<file path="src/rtl/alu_pkg.sv">
// Shared opcodes, FSM state type and default opcode limit for the ALU arbiter.
package alu_pkg;

    localparam logic [3:0] OP_ADD  = 4'h0;
    localparam logic [3:0] OP_SUB  = 4'h1;
    localparam logic [3:0] OP_MUL  = 4'h2;
    localparam logic [3:0] OP_DIV  = 4'h3;
    localparam logic [3:0] OP_SHL  = 4'h4;
    localparam logic [3:0] OP_SHR  = 4'h5;
    localparam logic [3:0] OP_ROL  = 4'h6;
    localparam logic [3:0] OP_ROR  = 4'h7;
    localparam logic [3:0] OP_AND  = 4'h8;
    localparam logic [3:0] OP_OR   = 4'h9;
    localparam logic [3:0] OP_XOR  = 4'hA;
    localparam logic [3:0] OP_NOR  = 4'hB;
    localparam logic [3:0] OP_NAND = 4'hC;
    localparam logic [3:0] OP_XNOR = 4'hD;
    localparam logic [3:0] OP_GT   = 4'hE;
    localparam logic [3:0] OP_EQ   = 4'hF;

    localparam logic [3:0] LAST_OP_DEFAULT = OP_NOR;

    typedef enum logic [1:0] {StIdle, StExec, StResp} state_e;

endpackage

</file>
<file path="src/rtl/alu.sv">
// 8-bit combinational ALU; carry_out is the ADD carry or the SUB borrow, else 0.
module alu
    import alu_pkg::*;
(
    input  logic [7:0] A,
    input  logic [7:0] B,
    input  logic [3:0] alu_sel,
    output logic [7:0] alu_out,
    output logic       carry_out
);

    logic [8:0] sum;
    logic [8:0] diff;
    logic [7:0] prod;

    assign sum  = {1'b0, A} + {1'b0, B};
    assign diff = {1'b0, A} - {1'b0, B};
    assign prod = A * B;

    always_comb begin
        alu_out   = 8'h00;
        carry_out = 1'b0;
        unique case (alu_sel)
            OP_ADD:  begin alu_out = sum[7:0];  carry_out = sum[8];  end
            OP_SUB:  begin alu_out = diff[7:0]; carry_out = diff[8]; end
            OP_MUL:  alu_out = prod;
            // Divide by zero saturates instead of producing X.
            OP_DIV:  alu_out = (B == 8'h00) ? 8'hFF : A / B;
            OP_SHL:  alu_out = {A[6:0], 1'b0};
            OP_SHR:  alu_out = {1'b0, A[7:1]};
            OP_ROL:  alu_out = {A[6:0], A[7]};
            OP_ROR:  alu_out = {A[0], A[7:1]};
            OP_AND:  alu_out = A & B;
            OP_OR:   alu_out = A | B;
            OP_XOR:  alu_out = A ^ B;
            OP_NOR:  alu_out = ~(A | B);
            OP_NAND: alu_out = ~(A & B);
            OP_XNOR: alu_out = ~(A ^ B);
            OP_GT:   alu_out = {7'b0, A > B};
            OP_EQ:   alu_out = {7'b0, A == B};
            default: alu_out = 8'h00;
        endcase
    end

endmodule

</file>
<file path="src/rtl/rr_arbiter.sv">
// Combinational round-robin picker: first set request at or above rr_ptr, wrapping.
module rr_arbiter #(
    parameter int unsigned NREQ = 4,
    parameter int unsigned IDW  = $clog2(NREQ)
) (
    input  logic [NREQ-1:0] req,
    input  logic [IDW-1:0]  rr_ptr,
    output logic [NREQ-1:0] grant,
    output logic [IDW-1:0]  grant_idx,
    output logic            grant_valid
);

    logic [IDW-1:0] cand;

    always_comb begin
        grant       = '0;
        grant_idx   = '0;
        grant_valid = 1'b0;
        cand        = '0;
        for (int unsigned k = 0; k < NREQ; k++) begin
            cand = IDW'((32'(rr_ptr) + k) % NREQ);
            if (!grant_valid && req[cand]) begin
                grant_valid = 1'b1;
                grant[cand] = 1'b1;
                grant_idx   = cand;
            end
        end
    end

endmodule

</file>
<file path="src/rtl/alu_arbiter.sv">
// Round-robin sharing of one alu between NREQ requesters with a registered response channel.
// ALU_ILLEGAL_OP_EN: opcodes above LAST_OP are accepted but flagged via rsp_err.
module alu_arbiter
    import alu_pkg::*;
#(
    parameter int unsigned NREQ = 4,
    parameter int unsigned IDW  = 2
`ifdef ALU_ILLEGAL_OP_EN
    ,
    parameter logic [3:0]  LAST_OP = LAST_OP_DEFAULT
`endif
) (
    input  logic              clk,
    input  logic              rst_n,
    input  logic [NREQ-1:0]   req_valid,
    output logic [NREQ-1:0]   req_ready,
    input  logic [8*NREQ-1:0] req_a,
    input  logic [8*NREQ-1:0] req_b,
    input  logic [4*NREQ-1:0] req_op,
    output logic              rsp_valid,
    input  logic              rsp_ready,
    output logic [IDW-1:0]    rsp_id,
    output logic [7:0]        rsp_result,
    output logic              rsp_carry,
    output logic              rsp_err,
    output logic              busy
);

    state_e         state_q, state_d;
    logic [IDW-1:0] rr_ptr_q, rr_ptr_d;
    logic [7:0]     op_a_q, op_b_q;
    logic [3:0]     op_sel_q;
    logic [IDW-1:0] op_id_q;
    logic           rsp_valid_q, rsp_carry_q;
    logic [IDW-1:0] rsp_id_q;
    logic [7:0]     rsp_result_q;
    logic           load_ops, capture, rsp_done;

    logic [NREQ-1:0] grant;
    logic [IDW-1:0]  grant_idx;
    logic            grant_valid;
    logic [7:0]      alu_out;
    logic            carry_out;

    logic [7:0] a_arr  [NREQ];
    logic [7:0] b_arr  [NREQ];
    logic [3:0] op_arr [NREQ];

    for (genvar g = 0; g < NREQ; g++) begin : g_unpack
        assign a_arr[g]  = req_a[8*g +: 8];
        assign b_arr[g]  = req_b[8*g +: 8];
        assign op_arr[g] = req_op[4*g +: 4];
    end

    rr_arbiter #(
        .NREQ (NREQ),
        .IDW  (IDW)
    ) u_rr_arbiter (
        .req         (req_valid),
        .rr_ptr      (rr_ptr_q),
        .grant       (grant),
        .grant_idx   (grant_idx),
        .grant_valid (grant_valid)
    );

    alu u_alu (
        .A         (op_a_q),
        .B         (op_b_q),
        .alu_sel   (op_sel_q),
        .alu_out   (alu_out),
        .carry_out (carry_out)
    );

    always_comb begin
        state_d   = state_q;
        rr_ptr_d  = rr_ptr_q;
        req_ready = '0;
        load_ops  = 1'b0;
        capture   = 1'b0;
        rsp_done  = 1'b0;
        unique case (state_q)
            StIdle: begin
                if (grant_valid) begin
                    req_ready = grant;
                    load_ops  = 1'b1;
                    rr_ptr_d  = (grant_idx == IDW'(NREQ - 1)) ? '0 : grant_idx + 1'b1;
                    state_d   = StExec;
                end
            end
            StExec: begin
                capture = 1'b1;
                state_d = StResp;
            end
            StResp: begin
                if (rsp_ready) begin
                    rsp_done = 1'b1;
                    state_d  = StIdle;
                end
            end
            default: state_d = StIdle;
        endcase
    end

    always_ff @(posedge clk or negedge rst_n) begin
        if (!rst_n) begin
            state_q  <= StIdle;
            rr_ptr_q <= '0;
        end else begin
            state_q  <= state_d;
            rr_ptr_q <= rr_ptr_d;
        end
    end

`ifdef ALU_ILLEGAL_OP_EN
    logic op_ill_q;
    logic rsp_err_q;

    always_ff @(posedge clk or negedge rst_n) begin
        if (!rst_n) begin
            op_ill_q  <= 1'b0;
            rsp_err_q <= 1'b0;
        end else begin
            if (load_ops) op_ill_q <= (op_arr[grant_idx] > LAST_OP);
            if (capture)  rsp_err_q <= op_ill_q;
        end
    end

    assign rsp_err = rsp_err_q;
`else
    assign rsp_err = 1'b0;
`endif

    always_ff @(posedge clk or negedge rst_n) begin
        if (!rst_n) begin
            op_a_q       <= '0;
            op_b_q       <= '0;
            op_sel_q     <= '0;
            op_id_q      <= '0;
            rsp_valid_q  <= 1'b0;
            rsp_id_q     <= '0;
            rsp_result_q <= '0;
            rsp_carry_q  <= 1'b0;
        end else begin
            if (load_ops) begin
                op_a_q   <= a_arr[grant_idx];
                op_b_q   <= b_arr[grant_idx];
                op_sel_q <= op_arr[grant_idx];
                op_id_q  <= grant_idx;
            end
            if (capture) begin
                rsp_valid_q <= 1'b1;
                rsp_id_q    <= op_id_q;
`ifdef ALU_ILLEGAL_OP_EN
                rsp_result_q <= op_ill_q ? 8'h00 : alu_out;
                rsp_carry_q  <= op_ill_q ? 1'b0 : carry_out;
`else
                rsp_result_q <= alu_out;
                rsp_carry_q  <= carry_out;
`endif
            end else if (rsp_done) begin
                rsp_valid_q <= 1'b0;
            end
        end
    end

    assign rsp_valid  = rsp_valid_q;
    assign rsp_id     = rsp_id_q;
    assign rsp_result = rsp_result_q;
    assign rsp_carry  = rsp_carry_q;
    assign busy       = (state_q != StIdle);

endmodule
</file>
<file path="config.mk">
export PLATFORM = sky130hd
export DESIGN_NAME = alu_arbiter
export DESIGN_NICKNAME = d
export VERILOG_FILES = /design/src/rtl/alu_pkg.sv /design/src/rtl/alu.sv /design/src/rtl/rr_arbiter.sv /design/src/rtl/alu_arbiter.sv
export SDC_FILE = /design/constraint.sdc
export NUM_CORES = 1
export LEC_CHECK = 0
export CORE_ASPECT_RATIO = 0.7
export CORE_MARGIN = 1
export CORE_UTILIZATION = 57
export CTS_CLUSTER_SIZE = 16
export DETAILED_ROUTE_END_ITERATION = 16
export GPL_ROUTABILITY_DRIVEN = 1
export PLACE_DENSITY = 0.84
export SYNTH_ARGS = -nofsm -noshare
export SYNTH_HDL_FRONTEND = slang
export SYNTH_SLANG_ARGS = --single-unit
</file>
<file path="constraint.sdc">
create_clock -name clk -period 12.3 [get_ports clk]
set_input_delay 2.46 -clock clk [delete_from_list [all_inputs] [get_ports clk]]
set_output_delay 2.46 -clock clk [all_outputs]
set_load 0.02 [all_outputs]
</file>
==> load_flow_metrics.sql, run 1 <==
INSERT INTO impl_metrics (metric_group, metric, value, unit) VALUES
('outcome', 'run_status', 'complete, no violations', ''),
('cts', 'post_cts_hold_buffer_count', '0', ''),
('placement', 'dpl.hpwl', '16.9', 'mm'),
('cts', 'post_cts.repair.setup_buffers', '0', ''),
('die', 'initial_utilization', '0.599', ''),
('detailed_routing', 'drtPass1Iterations', '7', ''),
('synth', 'synth-warning-count', '0', ''),
('detailed_routing', 'total_length_of_routed_met3_wires', '2.92', 'mm'),
('cts', 'cts_tree', 'built', ''),
('die', 'core_area', '0.0120', 'mm²'),
('detailed_routing', 'routed_wl', '22.5', 'mm'),
('critical_path', 'cp-start-kind', 'flip-flop', ''),
('placement', 'io_buf_count', '103', ''),
('grt', 'grt_first_pass_wirelength', '35.2', 'mm'),
('critical_path', 'cp_data_arrival_time', '11.55', 'ns'),
('critical_path', 'register_to_register_setup_slack', '0.91', 'ns'),
('cells_and_area', 'num-nets-final', '1140', ''),
('detailed_routing', 'dr_wl_met2', '9.06', 'mm'),
('detailed_routing', 'post_drt_via_cell_ratio', '6.74', ''),
('sta', 'timing_worst_slew_pin_value', '1.01', 'ns'),
('detailed_routing', 'drc_errors', '0', ''),
('synth', 'number_of_register_bits_inferred_by_synthesis', '38', ''),
('cts', 'cts_inserted_buffers', '5', ''),
('synth', 'mappedNetlistArea', '0.00720', 'mm²'),
('cts', 'clock_tree.root_cell', 'sky130_fd_sc_hd__clkbuf_16', ''),
('synth', 'ys_types', '86', ''),
('synth', 'avgSynthCellArea', '8.06', 'µm²'),
('detailed_routing', 'met1_length', '9.77', 'mm'),
('die', 'std_cell_rows', '33', ''),
('synth', 'seq_area_frac_synth', '0.132', ''),
('cells_and_area', 'postLayoutCoreUtil', '0.693', ''),
('sta', 'final_hold_viol_count', '0', ''),
('grt', 'grt_start_max_net_pins', '61', ''),
('cells_and_area', 'antenna_cells_inserted', '0', ''),
('grt', 'global_route.overflow_total', '0', ''),
('synth', 'synth_top_cell_by_area', 'sky130_fd_sc_hd__ha_1', ''),
('die', 'io_pins', '105', ''),
('synth', 'synth.area.top_cells', 'sky130_fd_sc_hd__ha_1, sky130_fd_sc_hd__dfrtp_1, sky130_fd_sc_hd__mux2i_1', ''),
('run', 'max_cap_violations', '0', ''),
('synth', 'async_reset_ff_frac', '1.00', ''),
('detailed_routing', 'drt.antenna.violating_nets', '0', ''),
('cts', 'cts.sink_count', '38', ''),
('critical_path', 'crit_required', '12.45', 'ns'),
('placement', 'finalWeightedCongestion', '0.992', ''),
('cts', 'clock_path_buffers', '2', ''),
('synth', 'yosys.cell_count.top_type', 'sky130_fd_sc_hd__ha_1', ''),
('critical_path', 'crit_path_frequent_cell', 'sky130_fd_sc_hd__ha_1', ''),
('synth', 'number_of_enable_flip_flop_cells_after_synthesis', '0', ''),
('grt', 'number_of_global_route_vias_before_repair', '6653', ''),
('critical_path', 'endpoint_kind', 'flip-flop', ''),
('sta', 'period_share', '0.926', ''),
('die', 'die_area', '0.0131', 'mm²'),
('sta', 'finalCriticalPeriod', '11.39', 'ns'),
('synth', 'netlist_top_cells_count', 'sky130_fd_sc_hd__ha_1, sky130_fd_sc_hd__nor2_1, sky130_fd_sc_hd__nand2_1, sky130_fd_sc_hd__inv_1, sky130_fd_sc_hd__nor3_1', ''),
('sta', 'max-slew-margin-rel', '0.325', ''),
('min_path', 'type_of_the_worst_min_delay_path', 'reg2reg', ''),
('cts', 'path_clk_slew', '0.06', 'ns'),
('cts', 'htree_levels', '2', ''),
('synth', 'synth_top_area_frac', '0.153', ''),
('die', 'die_height', '96.0', 'µm'),
('sta', 'setup_viol', '0', ''),
('detailed_routing', 'top_sig_layer', 'met5', ''),
('cts', 'clk_latency_worst_skew_pair', '0.29', 'ns'),
('detailed_routing', 'drt_iter0_drc', '985', ''),
('sta', 'setup_tns_after_final_layout', '0', 'ns'),
('sta', 'fmax', '87.8', 'MHz'),
('sta', 'skew', '0.00667', 'ns'),
('cts', 'cts.repair.resized', '0', ''),
('cells_and_area', 'flow.area_growth_from_synthesis', '15.7', '%'),
('sta', 'grt_setup_unrepaired', 'false', ''),
('grt', 'number_of_antenna_violations_at_the_first_check_in_global_routing', '2', '');
-- state kept, by name, summed over array words and instances (netlist names) --
name and count:
op_a_q 8, op_b_q 8, rsp_result 8, op_sel_q 4, op_id_q 2, rr_ptr_q 2, rsp_id 2, state_q 2
rsp_carry 1, rsp_valid 1
-- logic make-up after synthesis --
kind of cell | count (synthesis) | share of synthesized area
simple gates | 271 | 0.189
compound gates | 262 | 0.275
buf+inv | 120 | 0.0730
fa+ha+maj | 102 | 0.192
mux | 55 | 0.0850
xor+xnor | 44 | 0.0535
flops | 38 | 0.132
other cells | 1 | 0.000521
-- cell usage in the layout (no fill, tap or decap), types with 10 or more instances in the layout --
cell type / n
sky130_fd_sc_hd__nand2b_1: 10
sky130_fd_sc_hd__clkdlybuf4s50_1: 102
sky130_fd_sc_hd__o21ai_0: 38
sky130_fd_sc_hd__a22o_1: 17
sky130_fd_sc_hd__xor2_1: 14
sky130_fd_sc_hd__nand3_1: 13
sky130_fd_sc_hd__nor2_1: 79
sky130_fd_sc_hd__a21oi_1: 45
sky130_fd_sc_hd__a221oi_1: 26
sky130_fd_sc_hd__nor2b_1: 10
sky130_fd_sc_hd__nor4_1: 16
sky130_fd_sc_hd__o22ai_1: 12
sky130_fd_sc_hd__ha_1: 88
sky130_fd_sc_hd__fa_1: 14
sky130_fd_sc_hd__nand2_1: 59
sky130_fd_sc_hd__nor3_1: 49
sky130_fd_sc_hd__mux2i_1: 45
sky130_fd_sc_hd__dfrtp_1: 37
sky130_fd_sc_hd__inv_1: 57
sky130_fd_sc_hd__xnor2_1: 30
sky130_fd_sc_hd__a21o_1: 14
sky130_fd_sc_hd__a31oi_1: 10
-- worst max-delay path: cells and delay by family, from the launching register on --
family                     cells  cell delay, ns
muxes                          2            0.55
AOI/OAI and AO/OA             26            6.20
DFF                            1            0.49
and+or+nand+nor                9            1.80
adders and majority gates      7            2.23
-- metrics by stage --
step                      cell area (µm²)  setup slack, ns  cells  hold WS, ns
after floorplan                      7200             2.54    893        0.439
after global placement               8180             1.84   1101        0.460
after detailed placement             8180             1.18   1101        0.474
after CTS                            8330             1.17   1109        0.488
after global routing                 8330           0.0367   1109        0.500
final                                8330            0.906   1109        0.482
-- area by class of cell --
class                      instances  area (µm²)
tap                              157         196
sequential                        38         952
timing repair buffer             110        1080
inverter                          61         229
clock inverter                     3        21.3
clock buffer                       5         125
fill                             959        3690
multi-input combinational        735        5730
-- path summary, 6_finish.rpt --
check,from,to,cells past startpoint
setup reg to reg,op_b_q[7]$_DFFE_PN0P_,rsp_result[0]$_DFFE_PN0P_,44
max in group asynchronous,rst_n,rr_ptr_q[0]$_DFFE_PN0P_,1
min in group asynchronous,rst_n,rsp_result[3]$_DFFE_PN0P_,1
setup / recovery,op_b_q[7]$_DFFE_PN0P_,rsp_result[0]$_DFFE_PN0P_,44
hold reg to reg,rsp_result[2]$_DFFE_PN0P_,rsp_result[2]$_DFFE_PN0P_,2
hold / removal,rsp_result[2]$_DFFE_PN0P_,rsp_result[2]$_DFFE_PN0P_,2
-- layer usage --
layer / track usage / vias up
met5: 0.0159 / -
met4: 0.109 / 2
met3: 0.117 / 69
met2: 0.516 / 451
met1: 0.477 / 3509
li1: - / 3440
Power of run 1 is not shown: default switching activity piles up to over one toggle a cycle in this logic, so the estimate is an artifact.
==> inputs of run 2 (changes only) <==
--- a/config.mk
+++ b/config.mk
@@ -7,11 +7,11 @@
 export LEC_CHECK = 0
 export CORE_ASPECT_RATIO = 0.7
 export CORE_MARGIN = 1
-export CORE_UTILIZATION = 57
+export CORE_UTILIZATION = 62
 export CTS_CLUSTER_SIZE = 16
 export DETAILED_ROUTE_END_ITERATION = 16
 export GPL_ROUTABILITY_DRIVEN = 1
-export PLACE_DENSITY = 0.84
+export PLACE_DENSITY = 0.9
 export SYNTH_ARGS = -nofsm -noshare
 export SYNTH_HDL_FRONTEND = slang
 export SYNTH_SLANG_ARGS = --single-unit
==> constraint.sdc (replaced) <==
create_clock -name clk -period 14.75 [get_ports clk]
set_input_delay 2.95 -clock clk [delete_from_list [all_inputs] [get_ports clk]]
set_output_delay 2.95 -clock clk [all_outputs]
set_load 0.02 [all_outputs]
==> load_flow_metrics.sql, run 2 (synthesized netlist as in run 1, its figures left out) <==
INSERT INTO impl_metrics (metric_group, metric, value, unit) VALUES
('critical_path', 'critPathKind', 'reg2reg', ''),
('cells_and_area', 'flow.area_growth_from_synthesis', '16.2', '%'),
('placement', 'numPlacedInstances', '1096', ''),
('detailed_routing', 'routed-via-count', '7548', ''),
('critical_path', 'worst_path_dominant_cell_family', 'compound AO/OA/AOI/OAI gates', ''),
('cts', 'clock_tree.root_cell', 'sky130_fd_sc_hd__clkbuf_16', ''),
('sta', 'grt_setup_unrepaired', 'false', ''),
('sta', 'max-slew-margin-rel', '0.298', ''),
('sta', 'finalCriticalPeriod', '11.52', 'ns'),
('critical_path', 'timing.critical_path.slowest_cell_delay', '0.64', 'ns'),
('die', 'core_area', '0.0112', 'mm²'),
('cts', 'clk_latency_worst_skew_pair', '0.29', 'ns'),
('grt', 'grt_start_max_net_pins', '62', ''),
('sta', 'finalMaxSlewViolations', '0', ''),
('detailed_routing', 'drtPass1Iterations', '6', ''),
('critical_path', 'register_to_register_setup_slack', '3.23', 'ns'),
('cts', 'cts.sink_count', '38', ''),
('placement', 'io_buf_count', '103', ''),
('critical_path', 'critPathSlowestCell', 'sky130_fd_sc_hd__or4_4', ''),
('sta', 'skew', '0.00708', 'ns'),
('grt', 'number_of_antenna_violations_at_the_first_check_in_global_routing', '2', ''),
('cells_and_area', 'fill_cells', '805', ''),
('outcome', 'run_status', 'complete, no violations', ''),
('critical_path', 'crit_required', '14.89', 'ns'),
('detailed_routing', 'drt.antenna.violating_nets', '0', ''),
('sta', 'finalHoldWorstSlack', '0.477', 'ns'),
('detailed_routing', 'wl_per_cell', '20.4', 'µm'),
('die', 'std_cell_rows', '32', ''),
('run', 'max_cap_violations', '0', ''),
('cts', 'post_cts.repair.setup_buffers', '0', ''),
('die', 'die_area', '0.0121', 'mm²'),
('grt', 'number_of_global_route_vias_before_repair', '6851', ''),
('sta', 'setup_tns_after_final_layout', '0', 'ns'),
('critical_path', 'crit_path_frequent_cell', 'sky130_fd_sc_hd__ha_1', ''),
('cells_and_area', 'final_cells', '1104', ''),
('sta', 'timing_worst_slew_pin_value', '1.05', 'ns'),
('detailed_routing', 'drt_iter0_drc', '1040', ''),
('cells_and_area', 'antenna_cells_inserted', '0', ''),
('critical_path', 'endpoint_kind', 'flip-flop', ''),
('cts', 'cts.repair.resized', '0', ''),
('sta', 'period_share', '0.781', ''),
('sta', 'fmax', '86.8', 'MHz'),
('sta', 'final_hold_viol_count', '0', ''),
('placement', 'dpl.hpwl', '17.0', 'mm'),
('critical_path', 'cp_num_buf_inv', '0', ''),
('cts', 'htree_levels', '2', ''),
('placement', 'finalWeightedCongestion', '1.00', ''),
('cells_and_area', 'num-nets-final', '1139', ''),
('cells_and_area', 'postLayoutCoreUtil', '0.749', ''),
('detailed_routing', 'routed_wl', '22.5', 'mm'),
('cells_and_area', 'mostFrequentLayoutCells', 'sky130_fd_sc_hd__clkdlybuf4s50_1, sky130_fd_sc_hd__ha_1, sky130_fd_sc_hd__nor2_1, sky130_fd_sc_hd__nand2_1, sky130_fd_sc_hd__inv_1', ''),
('cts', 'cts_tree', 'built', ''),
('critical_path', 'cp-start-kind', 'flip-flop', ''),
('cells_and_area', 'fraction_of_final_layout_cells_with_drive_strength_greater_than_1', '0.0747', ''),
('min_path', 'worstHoldPathCells', '2', ''),
('cts', 'path_clk_slew', '0.06', 'ns'),
('grt', 'groute.usage.overall', '0.380', ''),
('cts', 'clock_path_buffers', '2', ''),
('detailed_routing', 'post_drt_via_cell_ratio', '6.84', ''),
('cells_and_area', 'mostFrequentLayoutCell', 'sky130_fd_sc_hd__clkdlybuf4s50_1', ''),
('cts', 'cts_inserted_buffers', '5', ''),
('critical_path', 'reg2regPathDepth', '44', ''),
('die', 'io_pins', '105', ''),
('grt', 'grt_first_pass_wirelength', '35.3', 'mm'),
('die', 'initial_utilization', '0.645', ''),
('sta', 'setup_viol', '0', ''),
('detailed_routing', 'drc_errors', '0', ''),
('min_path', 'type_of_the_worst_min_delay_path', 'reg2reg', ''),
('critical_path', 'worst-path-stages', '44', ''),
('critical_path', 'path_max_fanout', '10', ''),
('critical_path', 'cp_data_arrival_time', '11.66', 'ns'),
('grt', 'global_route.overflow_total', '0', ''),
('cts', 'post_cts_hold_buffer_count', '0', ''),
('die', 'die_height', '92.2', 'µm'),
('die', 'die_w', '131', 'µm');
==> run 2: tightest hold or removal path, delay by kind of cell (launching register included) <==
kind | cells | cell delay (ns)
flops | 1 | 0.34
simple gates | 2 | 0.10
==> run 2: worst paths after layout <==
kind                                             end                  start
max reg2reg                rsp_result[0]$_DFFE_PN0P_  op_b_q[7]$_DFFE_PN0P_
max in group asynchronous    rr_ptr_q[0]$_DFFE_PN0P_                  rst_n
min                            rsp_id[1]$_DFFE_PN0P_  rsp_id[1]$_DFFE_PN0P_
max                        rsp_result[0]$_DFFE_PN0P_  op_b_q[7]$_DFFE_PN0P_
min in group asynchronous      rsp_id[1]$_DFFE_PN0P_                  rst_n
min reg2reg                    rsp_id[1]$_DFFE_PN0P_  rsp_id[1]$_DFFE_PN0P_
==> run 2: final cells by class <==
type                            instances  area [µm²]  share of cell area
Clock inverter                          2        60.1             0.00718
Clock buffer                            6         139              0.0166
Timing Repair Buffer                  109        1070               0.128
Multi-Input combinational cell        735        5730               0.684
Sequential cell                        38         952               0.114
Inverter                               61         229              0.0274
Tap cell                              153         191              0.0229
==> run 2: routing by layer <==
| metal | global-route usage | routed length [µm] |
|---|---|---|
| met1 | 0.522 | 9470 |
| met2 | 0.558 | 9250 |
| met3 | 0.110 | 2870 |
| met4 | 0.134 | 886 |
| met5 | 0.0407 | 15 |
==> run 2: stage by stage <==
stage	area, µm²	setup slack [ns]
3_3_place_gp	8170	4.20
5_1_grt	8370	2.55
4_1_cts	8370	3.52
6_report	8370	3.23
3_5_place_dp	8170	3.53
2_1_floorplan	7200	4.99
Power of run 2 is left out for the same reason.
==> inputs of run 3 (changes only) <==
--- a/config.mk
+++ b/config.mk
@@ -7,11 +7,11 @@
 export LEC_CHECK = 0
 export CORE_ASPECT_RATIO = 0.7
 export CORE_MARGIN = 1
-export CORE_UTILIZATION = 62
+export CORE_UTILIZATION = 52
 export CTS_CLUSTER_SIZE = 16
 export DETAILED_ROUTE_END_ITERATION = 16
 export GPL_ROUTABILITY_DRIVEN = 1
-export PLACE_DENSITY = 0.9
+export PLACE_DENSITY = 0.81
 export SYNTH_ARGS = -nofsm -noshare
 export SYNTH_HDL_FRONTEND = slang
 export SYNTH_SLANG_ARGS = --single-unit
==> constraint.sdc (replaced) <==
create_clock -name clk -period 10.5 [get_ports clk]
set_input_delay 2.1 -clock clk [delete_from_list [all_inputs] [get_ports clk]]
set_output_delay 2.1 -clock clk [all_outputs]
set_load 0.02 [all_outputs]
==> load_flow_metrics.sql, run 3 (synthesized netlist as in run 1, its figures left out) <==
INSERT INTO impl_metrics (metric_group, metric, value, unit) VALUES
('sta', 'worst_slack', '0.489', 'ns'),
('die', 'die_area', '0.0143', 'mm²'),
('grt', 'grt_first_pass_wirelength', '37.2', 'mm'),
('detailed_routing', 'wl_per_cell', '20.2', 'µm'),
('sta', 'fmax', '99.9', 'MHz'),
('cts', 'clock_tree.root_cell', 'sky130_fd_sc_hd__clkbuf_16', ''),
('critical_path', 'path_max_fanout', '10', ''),
('cts', 'htree_levels', '2', ''),
('critical_path', 'cp-start-kind', 'flip-flop', ''),
('placement', 'dpl_worst_slack', '-0.0421', 'ns'),
('critical_path', 'worstSetupEndpoint', 'rsp_result[0]$_DFFE_PN0P_', ''),
('critical_path', 'crit_path_frequent_cell', 'sky130_fd_sc_hd__ha_1', ''),
('sta', 'timing_worst_slew_pin_value', '1.01', 'ns'),
('die', 'initial_utilization', '0.541', ''),
('die', 'die_height', '100', 'µm'),
('critical_path', 'cp_num_buf_inv', '4', ''),
('critical_path', 'critPathSlowestCell', 'sky130_fd_sc_hd__or4_4', ''),
('cells_and_area', 'mostFrequentLayoutCell', 'sky130_fd_sc_hd__clkdlybuf4s50_1', ''),
('die', 'io_pins', '105', ''),
('critical_path', 'register_to_register_setup_slack', '0.49', 'ns'),
('critical_path', 'regToRegEndpoint', 'rsp_result[0]$_DFFE_PN0P_', ''),
('placement', 'dpl.hpwl', '17.7', 'mm'),
('sta', 'finalCriticalPeriod', '10.01', 'ns'),
('detailed_routing', 'routed-via-count', '7415', ''),
('run', 'max_cap_violations', '0', ''),
('cells_and_area', 'storage_element_area', '953', 'µm²'),
('detailed_routing', 'drt_iter0_drc', '748', ''),
('cells_and_area', 'antenna_cells_inserted', '0', ''),
('detailed_routing', 'routed_wl', '23.4', 'mm'),
('grt', 'global_route.overflow_total', '0', ''),
('cts', 'cts_tree', 'built', ''),
('cells_and_area', 'fraction_of_final_layout_cells_with_drive_strength_greater_than_1', '0.106', ''),
('critical_path', 'timing.critical_path.from', 'op_b_q[6]$_DFFE_PN0P_', ''),
('detailed_routing', 'drc_errors', '0', ''),
('critical_path', 'cp_data_arrival_time', '10.18', 'ns'),
('cells_and_area', 'num-nets-final', '1158', ''),
('critical_path', 'critPathKind', 'reg2reg', ''),
('cells_and_area', 'flow.area_growth_from_synthesis', '19.9', '%'),
('sta', 'finalMaxSlewViolations', '0', ''),
('grt', 'groute.usage.overall', '0.336', ''),
('critical_path', 'worst_path_dominant_cell_family', 'compound AO/OA/AOI/OAI gates', ''),
('detailed_routing', 'drt.antenna.violating_nets', '0', ''),
('cts', 'path_clk_slew', '0.07', 'ns'),
('sta', 'period_share', '0.953', ''),
('die', 'die_w', '143', 'µm'),
('sta', 'finalHoldWorstSlack', '0.476', 'ns'),
('critical_path', 'crit-reg2reg-launch', 'op_b_q[6]$_DFFE_PN0P_', ''),
('cts', 'cts.sink_count', '38', ''),
('grt', 'number_of_global_route_vias_before_repair', '6862', ''),
('placement', 'io_buf_count', '103', ''),
('min_path', 'type_of_the_worst_min_delay_path', 'reg2reg', ''),
('critical_path', 'timing.critical_path.slowest_cell_delay', '0.59', 'ns'),
('sta', 'final_hold_viol_count', '0', ''),
('cells_and_area', 'multiInputGateArea', '0.00582', 'mm²'),
('sta', 'skew', '0.0103', 'ns'),
('critical_path', 'endpoint_kind', 'flip-flop', ''),
('sta', 'setup_viol', '0', ''),
('placement', 'numPlacedInstances', '1142', ''),
('cells_and_area', 'mostFrequentLayoutCells', 'sky130_fd_sc_hd__clkdlybuf4s50_1, sky130_fd_sc_hd__ha_1, sky130_fd_sc_hd__nor2_1, sky130_fd_sc_hd__nand2_1, sky130_fd_sc_hd__inv_1', ''),
('die', 'std_cell_rows', '35', ''),
('cts', 'cts_inserted_buffers', '5', ''),
('grt', 'grt_start_max_net_pins', '61', ''),
('cts', 'clk_latency_worst_skew_pair', '0.30', 'ns'),
('placement', 'finalWeightedCongestion', '1.03', ''),
('cells_and_area', 'fill_cells', '1122', ''),
('cells_and_area', 'final_cells', '1155', ''),
('cts', 'clock_path_buffers', '2', ''),
('die', 'core_area', '0.0133', 'mm²'),
('critical_path', 'crit_required', '10.67', 'ns'),
('detailed_routing', 'post_drt_via_cell_ratio', '6.42', ''),
('critical_path', 'worst-path-stages', '45', ''),
('critical_path', 'reg2regPathDepth', '45', ''),
('sta', 'max-slew-margin-rel', '0.327', ''),
('outcome', 'run_status', 'complete, no violations', ''),
('grt', 'number_of_antenna_violations_at_the_first_check_in_global_routing', '1', ''),
('detailed_routing', 'drtPass1Iterations', '8', '');
[run 3: changes by cell type in the layout (fill, tap and decap cells not counted), moves of 2 or more]
cell                      previous run  this run
sky130_fd_sc_hd__a31oi_1            10         8
sky130_fd_sc_hd__o21ai_2             4         7
sky130_fd_sc_hd__a21oi_1            45        43
sky130_fd_sc_hd__a21oi_2             4         6
sky130_fd_sc_hd__o21ai_0            38        33
sky130_fd_sc_hd__buf_4               6        25
[run 3: worst min-delay path by stage]
stage	cells after the start	end	from	slack, ns
after floorplan	2	rsp_id[0]$_DFFE_PN0P_	op_id_q[0]$_DFFE_PN0P_	0.44
after global placement	2	rsp_id[1]$_DFFE_PN0P_	op_id_q[1]$_DFFE_PN0P_	0.46
after detailed placement	2	rsp_id[0]$_DFFE_PN0P_	op_id_q[0]$_DFFE_PN0P_	0.47
after CTS	2	rsp_id[0]$_DFFE_PN0P_	op_id_q[0]$_DFFE_PN0P_	0.48
after global routing	2	op_id_q[0]$_DFFE_PN0P_	op_id_q[0]$_DFFE_PN0P_	0.50
final	2	rsp_id[0]$_DFFE_PN0P_	op_id_q[0]$_DFFE_PN0P_	0.48
[run 3: layout make-up]
type,count,area share
timing repair buffer,128,0.141
clock buffer,5,0.0145
clock inverter,3,0.00797
multi-input combinational,735,0.673
inverter,61,0.0265
sequential,38,0.110
tap,185,0.0268
[run 3: worst min-delay path, stage by stage (launching register included)]
cell	delay (ns)
sky130_fd_sc_hd__dfrtp_1	0.35
sky130_fd_sc_hd__nand2_1	0.05
sky130_fd_sc_hd__nand2_1	0.05
[run 3: what timing repair did]
action,4_1_cts,5_1_grt
endpoints found under the setup margin,1,2
resized for setup,1,22
pin swaps,1,3
setup buffers,2,3
hold buffers,0,0
endpoints found under the hold margin,0,0
[run 3: routing by layer]
layer | wire length, µm | global-route usage | vias up
met3 | 2840 | 0.0907 | 79
met2 | 9330 | 0.476 | 436
met1 | 10400 | 0.487 | 3428
met5 | 10 | 0 | -
li1 | - | - | 3470
met4 | 811 | 0.110 | 2
[run 3: metrics by stage]
step	setup TNS (ns)	area, µm²	util
floorplan	0	7200	-
global placement	0	8310	0.625
detailed placement	-0.0421	8310	0.625
CTS	0	8530	0.641
global route	-0.164	8640	0.649
finish	0	8640	0.649
Power of run 3 is left out for the same reason.
